**config.mk**
```make
export PLATFORM = sky130hd
export DESIGN_NAME = instr_fetch_decode
export DESIGN_NICKNAME = d
export VERILOG_FILES = /design/src/rtl/instr_fetch_decode.sv
export SDC_FILE = /design/constraint.sdc
export NUM_CORES = 1
export LEC_CHECK = 0
export ABC_AREA = 1
export CORE_MARGIN = 8
export CORE_UTILIZATION = 54
export DETAILED_ROUTE_END_ITERATION = 7
export GPL_TIMING_DRIVEN = 0
export PLACE_DENSITY = 0.89
export SLEW_MARGIN = 20
export SYNTH_ARGS = -nofsm -noshare
export SYNTH_HDL_FRONTEND = slang
export SYNTH_SLANG_ARGS = --single-unit
```
**constraint.sdc**
```tcl
create_clock -name clk -period 4.7 [get_ports clk]
set_input_delay 0.47 -clock clk [delete_from_list [all_inputs] [get_ports clk]]
set_output_delay 0.47 -clock clk [all_outputs]
set_load 0.02 [all_outputs]
```
**src/rtl/instr_fetch_decode.sv**
```systemverilog
// PDP-8 fetch/decode stage: fetches a word at PC, resolves one level of indirection, issues decoded opcodes to EXEC.
// Latency: new_instr 3 cycles after the fetch request (direct) or 5 cycles (indirect).
// Backpressure: opcodes are held from issue until EXEC retires via the falling edge of stall; HLT parks the stage until reset.

package pdp8_pkg;
  localparam int ADDR_WIDTH = 12;
  localparam int DATA_WIDTH = 12;

  typedef struct packed {
    logic                  AND;
    logic                  TAD;
    logic                  ISZ;
    logic                  DCA;
    logic                  JMS;
    logic                  JMP;
    logic [ADDR_WIDTH-1:0] mem_inst_addr;
  } pdp_mem_opcode_s;

  typedef struct packed {
    logic NOP;
    logic IAC;
    logic RAL;
    logic RTL;
    logic RAR;
    logic RTR;
    logic CML;
    logic CMA;
    logic CIA;
    logic CLL;
    logic CLA;
    logic CLA_CLL;
    logic HLT;
    logic SKP;
    logic SNL;
    logic SZL;
    logic SZA;
    logic SNA;
    logic SMA;
    logic SPA;
  } pdp_op7_opcode_s;
endpackage

module instr_fetch_decode
  import pdp8_pkg::*;
#(
  parameter logic [ADDR_WIDTH-1:0] START_ADDR = 12'o200
) (
  input  logic                  clk,
  input  logic                  reset_n,
  output logic [ADDR_WIDTH-1:0] base_addr,
  output logic                  ifu_rd_req,
  output logic [ADDR_WIDTH-1:0] ifu_rd_addr,
  input  logic [DATA_WIDTH-1:0] ifu_rd_data,
  output pdp_mem_opcode_s       pdp_mem_opcode,
  output pdp_op7_opcode_s       pdp_op7_opcode,
  output logic                  new_instr,
  output logic [ADDR_WIDTH-1:0] PC_value,
  input  logic                  stall,
  input  logic                  branch_taken,
  input  logic [ADDR_WIDTH-1:0] branch_PC
);

  typedef enum logic [3:0] {
    IDLE, FETCH, FETCH_WAIT, DECODE, IND_REQ, IND_WAIT,
    ISSUE, WAIT_STALL, WAIT_RETIRE, HALT
  } state_e;

  state_e                state_q, state_d;
  logic [ADDR_WIDTH-1:0] pc_q, pc_d;
  logic [DATA_WIDTH-1:0] ir_q, ir_d;
  logic [ADDR_WIDTH-1:0] ea_q, ea_d;
  pdp_mem_opcode_s       mem_op_q, mem_op_d;
  pdp_op7_opcode_s       op7_q, op7_d;

  logic [2:0]            opcode;
  logic                  i_bit;
  logic                  z_bit;
  logic [ADDR_WIDTH-1:0] ea_direct;
  logic [ADDR_WIDTH-1:0] issue_ea;
  logic                  load_issue;

  // Memory-reference opcodes 0..5 map onto one flag each; IOT and operate words carry no memory flag.
  function automatic pdp_mem_opcode_s decode_mem(input logic [2:0] op, input logic [ADDR_WIDTH-1:0] ea);
    pdp_mem_opcode_s r;
    r = '0;
    case (op)
      3'd0: r.AND = 1'b1;
      3'd1: r.TAD = 1'b1;
      3'd2: r.ISZ = 1'b1;
      3'd3: r.DCA = 1'b1;
      3'd4: r.JMS = 1'b1;
      3'd5: r.JMP = 1'b1;
      default: r = '0;
    endcase
    if (op <= 3'd5) r.mem_inst_addr = ea;
    return r;
  endfunction

  // Operate words are matched exactly; any combination not in the list decodes to no flag.
  function automatic pdp_op7_opcode_s decode_op7(input logic [DATA_WIDTH-1:0] w);
    pdp_op7_opcode_s r;
    r = '0;
    case (w)
      12'o7000: r.NOP     = 1'b1;
      12'o7001: r.IAC     = 1'b1;
      12'o7004: r.RAL     = 1'b1;
      12'o7006: r.RTL     = 1'b1;
      12'o7010: r.RAR     = 1'b1;
      12'o7012: r.RTR     = 1'b1;
      12'o7020: r.CML     = 1'b1;
      12'o7040: r.CMA     = 1'b1;
      12'o7041: r.CIA     = 1'b1;
      12'o7100: r.CLL     = 1'b1;
      12'o7200: r.CLA     = 1'b1;
      12'o7300: r.CLA_CLL = 1'b1;
      12'o7402: r.HLT     = 1'b1;
      12'o7410: r.SKP     = 1'b1;
      12'o7420: r.SNL     = 1'b1;
      12'o7430: r.SZL     = 1'b1;
      12'o7440: r.SZA     = 1'b1;
      12'o7450: r.SNA     = 1'b1;
      12'o7500: r.SMA     = 1'b1;
      12'o7510: r.SPA     = 1'b1;
      default:  r         = '0;
    endcase
    return r;
  endfunction

  // Instruction field split and direct effective address (page 0 or current page).
  always_comb begin
    opcode    = ir_q[11:9];
    i_bit     = ir_q[8];
    z_bit     = ir_q[7];
    ea_direct = z_bit ? {pc_q[11:7], ir_q[6:0]} : {5'b0, ir_q[6:0]};
  end

  // Next-state, memory request and issue logic.
  always_comb begin
    state_d     = state_q;
    pc_d        = pc_q;
    ir_d        = ir_q;
    ea_d        = ea_q;
    mem_op_d    = mem_op_q;
    op7_d       = op7_q;
    ifu_rd_req  = 1'b0;
    ifu_rd_addr = '0;
    new_instr   = 1'b0;
    issue_ea    = ea_q;
    load_issue  = 1'b0;

    case (state_q)
      IDLE: state_d = FETCH;
      FETCH: begin
        ifu_rd_req  = 1'b1;
        ifu_rd_addr = pc_q;
        state_d     = FETCH_WAIT;
      end
      FETCH_WAIT: begin
        ir_d    = ifu_rd_data;
        state_d = DECODE;
      end
      DECODE: begin
        ea_d = ea_direct;
        if ((opcode <= 3'd5) && i_bit) begin
          state_d = IND_REQ;
        end else begin
          issue_ea   = ea_direct;
          load_issue = 1'b1;
          state_d    = ISSUE;
        end
      end
      IND_REQ: begin
        ifu_rd_req  = 1'b1;
        ifu_rd_addr = ea_q;
        state_d     = IND_WAIT;
      end
      IND_WAIT: begin
        // Plain indirection everywhere, including the 0o010-0o017 window.
        ea_d       = ifu_rd_data;
        issue_ea   = ifu_rd_data;
        load_issue = 1'b1;
        state_d    = ISSUE;
      end
      ISSUE: begin
        new_instr = 1'b1;
        state_d   = WAIT_STALL;
      end
      WAIT_STALL: begin
        if (stall) state_d = WAIT_RETIRE;
      end
      WAIT_RETIRE: begin
        if (!stall) begin
          pc_d    = branch_taken ? branch_PC : pc_q + 12'd1;
          state_d = op7_q.HLT ? HALT : FETCH;
        end
      end
      HALT: state_d = HALT;
      default: state_d = IDLE;
    endcase

    // Opcodes become visible in the ISSUE cycle itself, so they load on the way in.
    if (load_issue) begin
      mem_op_d = decode_mem(opcode, issue_ea);
      op7_d    = (opcode == 3'd7) ? decode_op7(ir_q) : '0;
    end

    // Outputs stay held through the retire cycle and clear as the next fetch starts.
    if (state_d == FETCH) begin
      mem_op_d = '0;
      op7_d    = '0;
    end
  end

  // State and datapath registers, asynchronously cleared.
  always_ff @(posedge clk or negedge reset_n) begin
    if (!reset_n) begin
      state_q  <= IDLE;
      pc_q     <= START_ADDR;
      ir_q     <= '0;
      ea_q     <= '0;
      mem_op_q <= '0;
      op7_q    <= '0;
    end else begin
      state_q  <= state_d;
      pc_q     <= pc_d;
      ir_q     <= ir_d;
      ea_q     <= ea_d;
      mem_op_q <= mem_op_d;
      op7_q    <= op7_d;
    end
  end

  assign base_addr      = START_ADDR;
  assign PC_value       = pc_q;
  assign pdp_mem_opcode = mem_op_q;
  assign pdp_op7_opcode = op7_q;

endmodule

```
# After elaboration in Yosys (flattened, before gate mapping)
# Index checks and enable logic that the tools add are counted.
# word_totals
ff_bits,78
in_bits,28
elab_cells,124
# op_classes
n_addsub,1
magnitude_cmp,1
n_eq_ne,36
n_mux,47
bitwise_logic,1
reduce_logical,7
# ops
op,count
$eq 12x12->1 const B,20
$pmux 12 s2,3
$mux 20,3
$mux 12,4
$pmux 4 s10,1
$mux 18,2
$mux 1,29
$eq 4x3->1 const B,4
$add 12x1->12 const B,1
$mux 4,3
$eq 3x3->1 const B,3
$eq 4x1->1 const B,2
$eq 4x2->1 const B,2
$eq 4x4->1 const B,2
$eq 3x2->1 const B,2
$logic_not 4->1,1
$reduce_bool 2->1,2
$eq 3x1->1 const B,1
$le 3x3->1 const B,1
$logic_not 3->1,1
$mux 2,1
$pmux 1 s2,1
$reduce_and 2->1,1
$reduce_or 2->1,1
2 further kinds,2

# Logic depth before layout (Yosys ltp)
# Gate-level depths: netlist (run 1).
# logic_depth
depth_word,7
mapped_depth,11
depth_no_buf,9

# Worst setup path after synthesis (run 1)
# Ideal clock, no wire load.
# synth_path
path_type,reg2out
from,register state_q[1]
to,output port ifu_rd_addr[0]
arrival_time_ns,1.382
t_required_ns,4.230
path_slack_ns,2.848
stages_incl_launch_ff,7
path_buffers,1
path_cell_list,dfrtp_1 > inv_1 > nand2_1 > nor2_1 > inv_1 > clkbuf_1 > o22ai_1
# synth_via
elab_chain_cells,2
# synth_lines
element,line,text
"start, declared",68,"state_e state_q, state_d;"
"start signal, assigned",224,state_q <= state_d;
$eq 4x3->1 / $eq 4x1->1 (equally long branches),151,case (state_q)
$pmux 12 s2 *,151,
"end, declared",52,"output logic [ADDR_WIDTH-1:0] ifu_rd_addr,"
# Every way passes the cells marked *; elsewhere a longest branch is shown, timed or not.

# Final worst setup path (run 1)
# layout_path
from,register state_q[1]
to,output port ifu_rd_addr[10]
# Same word-level chain as after synthesis.

==> reports/results.ini, run 1 <==
[final_layout]
final_layout_size_suffix_gt1_frac=0.07631
fin_cells=852
nets=771
multi_input_area_sq_um=2016
nFillCells=655
syn_to_final_growth_pct=28.80
regArea_sq_um=1953
antennaDiodeCount=0

[setup_path]
reg2reg_depth=11
path_delay_family=buffers and inverters
rr_endpoint=pdp_mem_opcode[9]
path_class=flip-flop to output pin
crit_arrival_ns=2.40
startpoint_type=flip-flop
cpPeakStageDelay_ns=0.65
path_buf_inv=4
critPathSlowestCell=clkdlybuf4s50_1
r2r_setup_slack_ns=2.72
r2r-start=state_q[3]
worstSetupEndpointType=output pin
worst_path_most_repeated_cell=inv_1
path_max_fanout=10
required_ns=4.23
path_cells=inv_1, nand2_1, nor2_1, inv_1, clkbuf_1, o22ai_1, clkdlybuf4s50_1

[drt]
drt_drc_violations_left=0
vias=4680
wl_per_cell_um=15.72
drtIter0Drc=390
drt-total-wl_um=13400
dr.pass1.iters=6
via_per_inst=5.493
antenna_left=0

[floorplanning]
core_sq_um=8134
row_count=33
start_util=0.5490
dieArea_sq_um=11440
die_x_um=106.9
pin_count=104
die_h_um=106.9

[clock_network]
cts_buffer_depth=2
cts_tree=done
cts_made_buffers=9
root_buffer=clkbuf_8
clk_latency_ns=0.35
post_cts_resized=0
cts.clk_slew.worst_paths_ns=0.08
postCtsHoldBufs=0
clock-sinks=78
htreeDepth=3
post_cts_buffers=0

[synth]
synth_edf_count=0
yosysTopAreaCellShare=0.4315
syn-mean-instance-area_sq_um=7.099
synthesis.area_sq_um=4466
synth_cell_type_count=33
yosysWarnings=0
synthCells=629
ys_async_sr_fraction=1.000
ys_seq_elements=78
yosysTopAreaCell=dfrtp_1
netlist_top_cells_area=dfrtp_1 43%, nor2_1 9.7%, nand2_1 9.1%
ys_seq_area_frac=0.4374
ys.flop_type=dfrtp_1

[sta]
setup_tns_ns=0
fin_crit_ns=2.874
max_freq_mhz=348.0
hold_slack_ns=0.08277
slew_violations=0
setup_viol=0
worst_slew_pin_slew_ns=0.6316
hold_violations=0
relSlewSlack=0.5790
min_period_over_period=0.6114
rsz0062_at_grt=no
clock_skew_ns=0.01368

[pwr]
power_per_cell_area_nw_per_um2=633.0
leakage_nw=2.627
ir_worst_vdd_uv=385.8

[placement]
place.gp.congestion=0.9541
dp_cells=836
hpwl_um=10390
io_buffers=91

[global_route]
grt_pass1_vias=4522
antenna_found_initial=0
grt_max_degree=45
overflow=0
grt_usage=0.2376
grt_pass1_wl_um=22090

[outcome]
status=complete, no violations

[job]
maxCapViolCount=0

[min_path]
hold_path_class=input port to asynchronous set/reset pin

==> layout by cell type (no fill, tap or decap), drive strengths merged <==
master           n
nand4            4
buf             29
nand2          110
ha               1
a21oi           38
o21a             3
and3             1
a211oi           2
clkdlybuf4s50   90
o21ai           42
clkinvlp         1
inv             83
a22oi            1
a22o             1
clkbuf          22
nor4             2
clkinv           3
o211ai           7
nor2           120
a31oi            1
o31ai            7
dfrtp           77
dfstp            1
o22ai           11
nor3            11
bufinv           1
conb            12
or2              3
nand3           63
==> where the power goes <==
part | switching (mW) | internal [mW] | total, mW
clock | 0.249 | 0.245 | 0.494
combinational | 1.33 | 0.732 | 2.06
sequential | 0.193 | 0.891 | 1.08
==> metrics by stage <==
| stage | util | cell area (sq um) | total power [mW] | setup slack, ns |
|---|---|---|---|---|
| final | 0.7071 | 5752 | 3.641 | 1.826 |
| after global routing | 0.7071 | 5752 | 3.911 | 1.678 |
| after CTS | 0.7071 | 5752 | 3.622 | 1.843 |
| after detailed placement | 0.6839 | 5563 | 3.112 | 2.235 |
| after global placement | 0.6817 | 5545 | 3.052 | 0.5242 |
| after floorplan | - | 4503 | 2.380 | 2.848 |
==> routing by layer <==
layer / global-route usage / share of wire / up-vias
met5: 0 / 0 / -
met4: 0.09347 / 0.029 / 0
met3: 0.05939 / 0.081 / 39
met2: 0.4085 / 0.48 / 240
met1: 0.2783 / 0.41 / 2163
li1: - / - / 2238
==> logic make-up after synthesis <==
group           count (synthesis)  share of synthesized area
simple gates                  314                     0.2964
flops                          78                     0.4374
buf+inv                       121                     0.1196
other cells                     2                   0.001682
fa+ha+maj                       1                   0.002801
compound gates                113                     0.1421
==> layout make-up <==
cell class	count	share of cell area
inverters	82	0.05351
clock inverters	6	0.01066
clock buffers	10	0.02219
multi-input cells	440	0.3504
well taps	105	0.02284
flip-flops and latches	78	0.3396
plain buffers	39	0.03937
repair buffers	92	0.1614
==> worst max-delay path by stage <==
stage	start	endpoint	slack (ns)	cells past startpoint
5_1_grt	state_q[1]	ifu_rd_addr[10]	1.68	7
2_1_floorplan	state_q[1]	ifu_rd_addr[0]	2.85	6
3_5_place_dp	state_q[1]	ifu_rd_addr[10]	2.24	7
3_3_place_gp	reset_n	PC_value[1]	0.52	1
6_report	state_q[1]	ifu_rd_addr[10]	1.83	7
4_1_cts	state_q[1]	ifu_rd_addr[10]	1.84	7
==> sequential cells by signal, summed over array words and instances, names as in the netlist <==
| name | count |
|---|---|
| PC_value | 12 |
| ea_q | 12 |
| ir_q | 12 |
| pdp_mem_opcode | 18 |
| pdp_op7_opcode | 20 |
| state_q | 4 |
==> Yosys cell counts (all sizes together), types with 2 or more instances <==
cell and number:
o211ai 7, nor4 2, clkbuf 12, o21a 3, o31ai 7, a21oi 38, dfrtp 77, inv 82
nor3 11, o22ai 11, a211oi 2, nand2 110, nand4 4, o21ai 42, nor2 120, conb 2
or2 3, nand3 63, buf 27
Power figures use the tool's default switching activity.
==> run 2, diff against run 1 <==
- CORE_UTILIZATION: 54 -> 46
- PLACE_DENSITY: 0.89 -> 0.81
- clock period: 4.7 -> 2.3 ns (I/O delays scaled with it)
==> run 2 against run 1 <==
Core utilization down 10 points. Register-to-register slack got worse by 2.4 ns. Power increased by 100%. Hold slack better by 0.23 ns. Sequential share of layout area is 0.18 points lower. Largest cell class unchanged. Highest routed layer unchanged.
==> reports/results.ini, run 2 (synthesis results as in run 1) <==
[setup_path]
path_delay_family=buffers and inverters
worstSetupEndpointType=output pin
required_ns=2.07  ; -2.16 ns
cpPeakStageDelay_ns=0.44  ; -0.21 ns
path_class=flip-flop to output pin
worst_path_most_repeated_cell=inv_1
critPathSlowestCell=dfrtp_1
path_cells=inv_1, nand2_1, nor2_2, inv_1, buf_2, o22ai_1, clkdlybuf4s15_2
path_buf_inv=4  ; unchanged
startpoint_type=flip-flop
crit_arrival_ns=1.94  ; -0.46 ns
path_max_fanout=10  ; unchanged

[pwr]
p_clk_frac=0.149  ; +0.013
power_per_cell_area_nw_per_um2=1289  ; +100%
internal_power_mw=3.848  ; +110%
switchingPower_mw=3.603  ; +100%
ir_worst_vdd_uv=520.1  ; +35%
power_mw=7.452  ; +100%
leakage_nw=2.671  ; +1.6%
pwr-share-comb=0.555  ; -0.012
p_sw_frac=0.4836  ; -0.003335
seqPwrFrac=0.296  ; -0.002

[outcome]
status=complete, no violations

[floorplanning]
dieArea_sq_um=13120  ; +15%
core_sq_um=9594  ; +18%
row_count=36  ; +9.1%
start_util=0.4654  ; -0.08355
die_x_um=114.5  ; +7.1%
pin_count=104  ; unchanged
die_h_um=114.5  ; +7.1%

[clock_network]
clock-sinks=78  ; unchanged
htreeDepth=3  ; unchanged
post_cts_buffers=0  ; unchanged
cts_buffer_depth=2  ; unchanged
cts.clk_slew.worst_paths_ns=0.08  ; about the same
root_buffer=clkbuf_8
cts_made_buffers=9  ; unchanged
cts_tree=done
clk_latency_ns=0.36  ; about the same

[drt]
dr.pass1.iters=5  ; -1
vias=4541  ; -3.0%
drt_drc_violations_left=0  ; unchanged
antenna_left=0  ; unchanged
drt-total-wl_um=13830  ; +3.2%
drtIter0Drc=305  ; -22%
via_per_inst=5.160  ; -6.1%
wl_per_cell_um=15.72  ; about the same

[sta]
setup_slack_ns=0.1298  ; -1.696 ns
fin_crit_ns=2.170
rsz0062_at_grt=no
hold_slack_ns=0.3136  ; +0.2308 ns
worst_slew_pin_slew_ns=0.6287  ; -0.002854 ns
slew_violations=0  ; unchanged
setup_viol=0  ; unchanged
min_period_over_period=0.9436
clock_skew_ns=0.01160  ; -0.002073 ns
max_freq_mhz=460.8
hold_violations=0  ; unchanged
relSlewSlack=0.5809  ; +0.001903

[global_route]
grt_max_degree=57  ; +27%
overflow=0  ; unchanged
grt_pass1_wl_um=22310  ; +1.0%
grt_pass1_vias=4475  ; -1.0%
antenna_found_initial=0  ; unchanged
grt_usage=0.2172  ; -0.02033

[placement]
hpwl_um=10770  ; +3.7%
io_buffers=91  ; unchanged
dpl-instance-area_sq_um=5605  ; +0.76%
place.gp.congestion=0.9041  ; -5.2%
pre_cts_slack_ns=-0.009207  ; -2.244 ns

[final_layout]
final_cell_mix=114 x nor2_1, 107 x nand2_1, 79 x inv_1
final_area_sq_um=5783  ; +0.54%
nets=772  ; +0.13%
final_layout_size_suffix_gt1_frac=0.09103  ; +0.01473
syn_to_final_growth_pct=29.50
final_common_cell=nor2_1
largest_register_ffs=20  ; unchanged
antennaDiodeCount=0  ; unchanged

[job]
maxCapViolCount=0  ; unchanged

[min_path]
hold_path_class=input port to asynchronous set/reset pin

[run 2: changes by cell type in the layout (fill, tap and decap cells not counted), moves of 2 or more]
cell             before  now
buf_2                10   17
clkdlybuf4s50_1      90   77
clkbuf_2              0    3
dlygate4sd2_1         0    4
clkinv_2              3    1
[run 2: path summary, 6_finish.rpt]
kind,start,to,slack [ns],cells after the start
worst min register to register,pdp_op7_opcode[19],pdp_op7_opcode[19],0.54,2
worst max register to register,ir_q[10],pdp_mem_opcode[9],0.37,10
max in group asynchronous,reset_n,PC_value[7],1.37,3
worst max-delay path,state_q[1],ifu_rd_addr[11],0.13,7
min in group clk,ifu_rd_data[10],ir_q[10],0.49,3
worst min-delay path,reset_n,pdp_op7_opcode[5],0.31,2
[run 2: metrics by stage]
step	utilization	setup TNS, ns	cells
3_3_place_gp	0.5816	-133.55	863
5_1_grt	0.6028	0	880
3_5_place_dp	0.5842	-0.009207	864
2_1_floorplan	-	0	639
4_1_cts	0.6072	0	880
6_report	0.6028	0	880
[run 2: layout make-up]
cell class                 count  area (sq um)
fill                         950          3811
multi-input combinational    440          2021
sequential                    78          1953
timing repair buffer          93         902.1
inverter                      82         307.8
buffer                        39         229.0
tap                          133         166.4
clock buffer                  11         131.4
clock inverter                 4         72.57
[run 2: metal layers]
metal  part of all wire  vias to the layer above  GRT usage
met5                  0                        -          0
met4              0.029                        0     0.1145
met3              0.070                       31    0.04800
met2               0.49                      174     0.3724
met1               0.41                     2102     0.2474
li1                   -                     2234          -
[run 2: repair_timing]
action	in CTS	in global routing
pin swaps	0	0
setup endpoints to repair	13	10
endpoints found under the hold margin	22	0
hold buffers	1	0
resized for setup	31	11
[run 2: power by group through the flow]
| stage | Combinational, mW | Sequential [mW] | Clock, mW |
|---|---|---|---|
| global placement | 4.09 | 2.20 | 0 |
| floorplan | 2.51 | 2.36 | 0 |
| finish | 4.14 | 2.21 | 1.11 |
| global route | 4.58 | 2.26 | 1.18 |
| CTS | 4.16 | 2.20 | 1.12 |
| detailed placement | 4.17 | 2.22 | 0 |
